[src/rtl/lfsr_backoff_ctrl_if.sv]
// Request/draw bus between a retry requester, the LFSR and the backoff timer.
interface lfsr_backoff_ctrl_if #(
  parameter int unsigned WIDTH = 16,
  parameter int unsigned EXP_W = 4
);
  logic             start_i;
  logic             success_i;
  logic             abort_i;
  logic [WIDTH-1:0] rnd_i;
  logic             lfsr_en_o;
  logic             busy_o;
  logic             done_o;
  logic [EXP_W-1:0] exp_o;

  // Requester side: issues requests, supplies the LFSR value, sees status.
  modport master (
    output start_i, success_i, abort_i, rnd_i,
    input  lfsr_en_o, busy_o, done_o, exp_o
  );

  // Backoff timer side.
  modport slave (
    input  start_i, success_i, abort_i, rnd_i,
    output lfsr_en_o, busy_o, done_o, exp_o
  );
endinterface

[src/rtl/lfsr_backoff_ctrl.sv]
// Randomised exponential-backoff timer. Draws a wait from the LFSR masked to
// a window of 2^exp-1, counts it down, pulses done and widens the window.
module lfsr_backoff_ctrl #(
  parameter int unsigned WIDTH   = 16,
  parameter int unsigned MIN_EXP = 1,
  parameter int unsigned MAX_EXP = 10,
  parameter int unsigned EXP_W   = $clog2(MAX_EXP + 1)
) (
  input  logic               clk_i,
  input  logic               rst_i,
  lfsr_backoff_ctrl_if.slave bus
);

  typedef enum logic [1:0] {
    S_IDLE,
    S_LOAD,
    S_COUNT,
    S_DONE
  } state_t;

  localparam logic [EXP_W-1:0] MIN_E = EXP_W'(MIN_EXP);
  localparam logic [EXP_W-1:0] MAX_E = EXP_W'(MAX_EXP);

  state_t           r_state;
  state_t           w_next;
  logic [WIDTH-1:0] r_cnt;
  logic [EXP_W-1:0] r_exp;
  logic             r_lfsr_en;
  logic             r_busy;
  logic             r_done;
  logic [WIDTH-1:0] w_draw;

  // Mask the random value to its low exp bits; masked-off bits are ANDed
  // with 0 so unknowns above the window cannot reach the counter.
  always_comb begin
    w_draw = '0;
    for (int unsigned i = 0; i < WIDTH; i++) begin
      w_draw[i] = bus.rnd_i[i] & (i < 32'(r_exp));
    end
  end

  // Next-state selection.
  always_comb begin
    w_next = r_state;
    case (r_state)
      S_IDLE:  if (bus.start_i) w_next = S_LOAD;
      S_LOAD: begin
        if (bus.abort_i)       w_next = S_IDLE;
        else if (w_draw == '0) w_next = S_DONE;
        else                   w_next = S_COUNT;
      end
      S_COUNT: begin
        if (bus.abort_i)                 w_next = S_IDLE;
        else if (r_cnt <= WIDTH'(1))     w_next = S_DONE;
        else                             w_next = S_COUNT;
      end
      S_DONE:  w_next = S_IDLE;
      default: w_next = S_IDLE;
    endcase
  end

  // State register; outputs are registered decodes of the state being entered.
  always_ff @(posedge clk_i) begin
    if (rst_i) begin
      r_state   <= S_IDLE;
      r_lfsr_en <= 1'b0;
      r_busy    <= 1'b0;
      r_done    <= 1'b0;
    end else begin
      r_state   <= w_next;
      r_lfsr_en <= (w_next == S_LOAD);
      r_busy    <= (w_next != S_IDLE);
      r_done    <= (w_next == S_DONE);
    end
  end

  // Wait counter and window exponent.
  always_ff @(posedge clk_i) begin
    if (rst_i) begin
      r_cnt <= '0;
      r_exp <= MIN_E;
    end else begin
      case (r_state)
        S_IDLE: begin
          if (bus.success_i) r_exp <= MIN_E;
        end
        S_LOAD: begin
          if (bus.abort_i) r_cnt <= '0;
          else             r_cnt <= w_draw;
        end
        S_COUNT: begin
          if (bus.abort_i)        r_cnt <= '0;
          else if (r_cnt != '0)   r_cnt <= r_cnt - WIDTH'(1);
        end
        S_DONE: begin
          // An abort here still lets done_o out but keeps the window as is.
          if (bus.abort_i)        r_cnt <= '0;
          else if (r_exp < MAX_E) r_exp <= r_exp + EXP_W'(1);
        end
        default: r_cnt <= '0;
      endcase
    end
  end

  assign bus.lfsr_en_o = r_lfsr_en;
  assign bus.busy_o    = r_busy;
  assign bus.done_o    = r_done;
  assign bus.exp_o     = r_exp;

endmodule

[src/flat_wrapper.sv]
// flat-port wrapper written by rule: the top's interface ports become plain ports
module lfsr_backoff_ctrl_flat 
#(
  parameter int unsigned WIDTH   = 16,
  parameter int unsigned MIN_EXP = 1,
  parameter int unsigned MAX_EXP = 10,
  parameter int unsigned EXP_W   = $clog2(MAX_EXP + 1)
)
  (clk_i, rst_i, bus_start_i, bus_success_i, bus_abort_i, bus_rnd_i, bus_lfsr_en_o, bus_busy_o, bus_done_o, bus_exp_o);
  lfsr_backoff_ctrl_if #(.WIDTH(WIDTH), .EXP_W(EXP_W)) bus_i ();
  input  logic clk_i;
  input  logic rst_i;
  input wire logic [$bits(bus_i.start_i)-1:0] bus_start_i;
  input wire logic [$bits(bus_i.success_i)-1:0] bus_success_i;
  input wire logic [$bits(bus_i.abort_i)-1:0] bus_abort_i;
  input wire logic [$bits(bus_i.rnd_i)-1:0] bus_rnd_i;
  output wire logic [$bits(bus_i.lfsr_en_o)-1:0] bus_lfsr_en_o;
  output wire logic [$bits(bus_i.busy_o)-1:0] bus_busy_o;
  output wire logic [$bits(bus_i.done_o)-1:0] bus_done_o;
  output wire logic [$bits(bus_i.exp_o)-1:0] bus_exp_o;
  assign bus_i.start_i = bus_start_i;
  assign bus_i.success_i = bus_success_i;
  assign bus_i.abort_i = bus_abort_i;
  assign bus_i.rnd_i = bus_rnd_i;
  assign bus_lfsr_en_o = bus_i.lfsr_en_o;
  assign bus_busy_o = bus_i.busy_o;
  assign bus_done_o = bus_i.done_o;
  assign bus_exp_o = bus_i.exp_o;
  lfsr_backoff_ctrl #(.WIDTH(WIDTH), .MIN_EXP(MIN_EXP), .MAX_EXP(MAX_EXP), .EXP_W(EXP_W)) u_core (.clk_i(clk_i), .rst_i(rst_i), .bus(bus_i));
endmodule
[config.mk]
export PLATFORM = sky130hd
export DESIGN_NAME = lfsr_backoff_ctrl_flat
export DESIGN_NICKNAME = d
export VERILOG_FILES = /design/src/rtl/lfsr_backoff_ctrl_if.sv /design/src/rtl/lfsr_backoff_ctrl.sv /design/src/flat_wrapper.sv
export SDC_FILE = /design/constraint.sdc
export NUM_CORES = 1
export LEC_CHECK = 0
export CORE_MARGIN = 5
export CORE_UTILIZATION = 54
export DETAILED_ROUTE_END_ITERATION = 8
export PLACE_DENSITY = 0.8
export SLEW_MARGIN = 15
export SYNTH_ARGS = -nofsm -noshare
export SYNTH_HDL_FRONTEND = slang
export SYNTH_SLANG_ARGS = --single-unit
[constraint.sdc]
create_clock -name clk_i -period 3 [get_ports clk_i]
set_input_delay 0.45 -clock clk_i [delete_from_list [all_inputs] [get_ports clk_i]]
set_output_delay 0.45 -clock clk_i [all_outputs]
set_load 0.02 [all_outputs]
==> impl_metrics.ini <==
[layout]
area_growth_pct = 15.87
antenna_cells = 0
fin_cells = 305
final_nets = 291
drive_above_1_share_pct = 7.336

[critical_path]
crit_path_end_kind = flip-flop
critPathArrivalTime_ns = 2.66
cp_data_required_time_ns = 3.25
path_class = flip-flop to flip-flop
worstPathMaxFanout = 15
cp-start-kind = flip-flop

[floorplanning]
dieArea_um2 = 4651
core_um2 = 3311
std_cell_rows = 21
initial_core_util_pct = 55.25
num_io_pins = 28
die_y_um = 68.20
die_w_um = 68.20

[clock_tree]
cts_root_buf = clkbuf_4
ctsResizeCount = 0
postCtsSetupBuffers = 0
postCtsHoldBufs = 0
cts_buffers = 3
cts.sinks = 25
cts_tree = done
h-tree-depth = 1
clock_latency_ns = 0.33
cts_buffer_depth = 2
clk_pin_slew_ns = 0.14

[pwr]
p_total_mw = 0.8249
p_leak_nw = 0.7615
powerDensity_nw_per_um2 = 389.2
ir_drop_mv = 0.2046

[placed_design]
io_buffers = 26
gp_congestion = 0.8907
dp.cells = 301
preCtsSetupSlack_ns = 0.6018
hpwlAfterDp_um = 3632

[global_route]
grt_pass1_vias = 1666
grt_pass1_wl_um = 7886
overflow = 0
antenna_found_initial = 0
grt_util_all_layers_pct = 22.64
grt_max_degree = 21

[logic_synthesis]
async_reset_ff_share_pct = 0
synth_cell_types = 53
synthesis.nets = 270
synth_top_cell_by_area = dfxtp_1
synth_common_cells = 26 x nor2_1, 26 x o21ai_0, 25 x dfxtp_1, 21 x a21oi_1, 19 x nand2_1
synth_ff_type = dfxtp_1
syn_area_um2 = 1829
synth-edff-count = 0
synth_top_cell_area_share_pct = 27.36
yosys-top-cells-area = dfxtp_1 27%, o21ai_0 7.1%, ha_1 6.8%
synth_warnings = 0
syn_area_per_cell_um2 = 7.654
synth_seq_cells = 25
syn-instance-count = 239
ys_seq_area_share_pct = 27.36

[timing]
tightestPinTransition_ns = 0.6501
fin_skew_ns = 0.002595
hold_viol_final = 0
fmax_mhz = 414.1
slew_headroom_pct = 56.60
final-setup-viol-count = 0
fin_tns_setup_ns = 0
drv_slew = 0
timing.final.ws_setup_ns = 0.5852
fin_crit_ns = 2.415
rsz0062_at_grt = false
finalCritPeriodShare_pct = 80.49
holdWs_ns = 0.4839

[detailed_routing]
drt_iter0_markers = 155
drc_errors = 0
vias = 1866
vias_per_cell = 6.118
ant_nets = 0
totalWireLength_um = 4919
wl_per_cell_um = 16.13
dr.pass1.iters = 4

[run_status]
status = completed

[run]
drv_cap = 0

[hold_path]
worstHoldPathType = flip-flop to flip-flop
==> final cells by class <==
class                           count  area [um2]
Clock buffer                        4       26.28
Inverter                           10       37.54
Sequential cell                    25       500.5
Tap cell                           46       57.56
Timing Repair Buffer               30       290.3
Multi-Input combinational cell    190        1207
Fill cell                         323        1191
==> worst max-delay path, stage by stage (launching register included) <==
cell and delay [ns]:
dfxtp_1 0.39, or4_4 0.59, or4_4 0.59, o21ai_4 0.38, o21ai_0 0.15, a221oi_1 0.24
==> final timing paths <==
path,slack [ns],startpoint,depth (start not counted),to
worst max-delay path,0.59,u_core.r_cnt[9],5,u_core.r_cnt[15]
worst min-delay path,0.48,u_core.r_cnt[14],2,u_core.r_cnt[14]
worst max register to register,0.59,u_core.r_cnt[9],5,u_core.r_cnt[15]
worst min register to register,0.48,u_core.r_cnt[14],2,u_core.r_cnt[14]
==> power breakdown <==
part	internal, mW	switching, mW
combinational	0.121	0.166
clock	0.0523	0.109
sequential	0.351	0.0248
==> placed cells by master (no fill, tap or decap), types with 3 or more instances in the layout <==
master / instances
nor3_1: 11
nand2_1: 19
nor4_1: 5
a32o_1: 4
nand2b_1: 7
o21ai_0: 26
ha_1: 10
dfxtp_1: 25
o22ai_1: 3
nand3_1: 3
buf_4: 4
nor2b_1: 3
clkbuf_4: 3
a211oi_2: 3
nor2_1: 26
a21oi_1: 21
o311ai_0: 3
clkdlybuf4s50_1: 26
inv_1: 10
==> flip-flops by register name (all words and copies together) (netlist names) <==
register / flops
u_core.bus.exp_o: 4
u_core.bus.lfsr_en_o: 1
u_core.bus.done_o: 1
u_core.bus.busy_o: 1
u_core.r_state: 2
u_core.r_cnt: 16
==> per-stage QoR <==
step                utilization, %  area (um2)
floorplan                        -        1829
global placement             63.23        2093
detailed placement           63.23        2093
CTS                          64.02        2120
global route                 64.02        2120
finish                       64.02        2120
==> routing by layer <==
| metal | wire (um) | global-route usage [%] | vias up | share of wire (%) |
|---|---|---|---|---|
| met5 | 0 | 0 | - | 0 |
| met4 | 74 | 7.196 | 0 | 1.5 |
| met3 | 285 | 2.299 | 11 | 5.8 |
| met2 | 2332 | 37.79 | 64 | 47 |
| met1 | 2227 | 30.47 | 867 | 45 |
| li1 | - | - | 924 | - |
==> kinds of logic (layout without fill, tap and decap cells) <==
| group | Yosys count | count (layout) | synth area share (%) |
|---|---|---|---|
| adder cells (fa/ha/maj) | 10 | 10 | 6.840 |
| flip-flops | 25 | 25 | 27.36 |
| multiplexers | 3 | 3 | 1.710 |
| XOR/XNOR | 3 | 3 | 1.437 |
| AO/OA/AOI/OAI | 82 | 82 | 30.23 |
| buffers and inverters | 24 | 44 | 6.635 |
| AND/OR/NAND/NOR | 92 | 92 | 25.79 |
(Power assumes the default switching activity.)
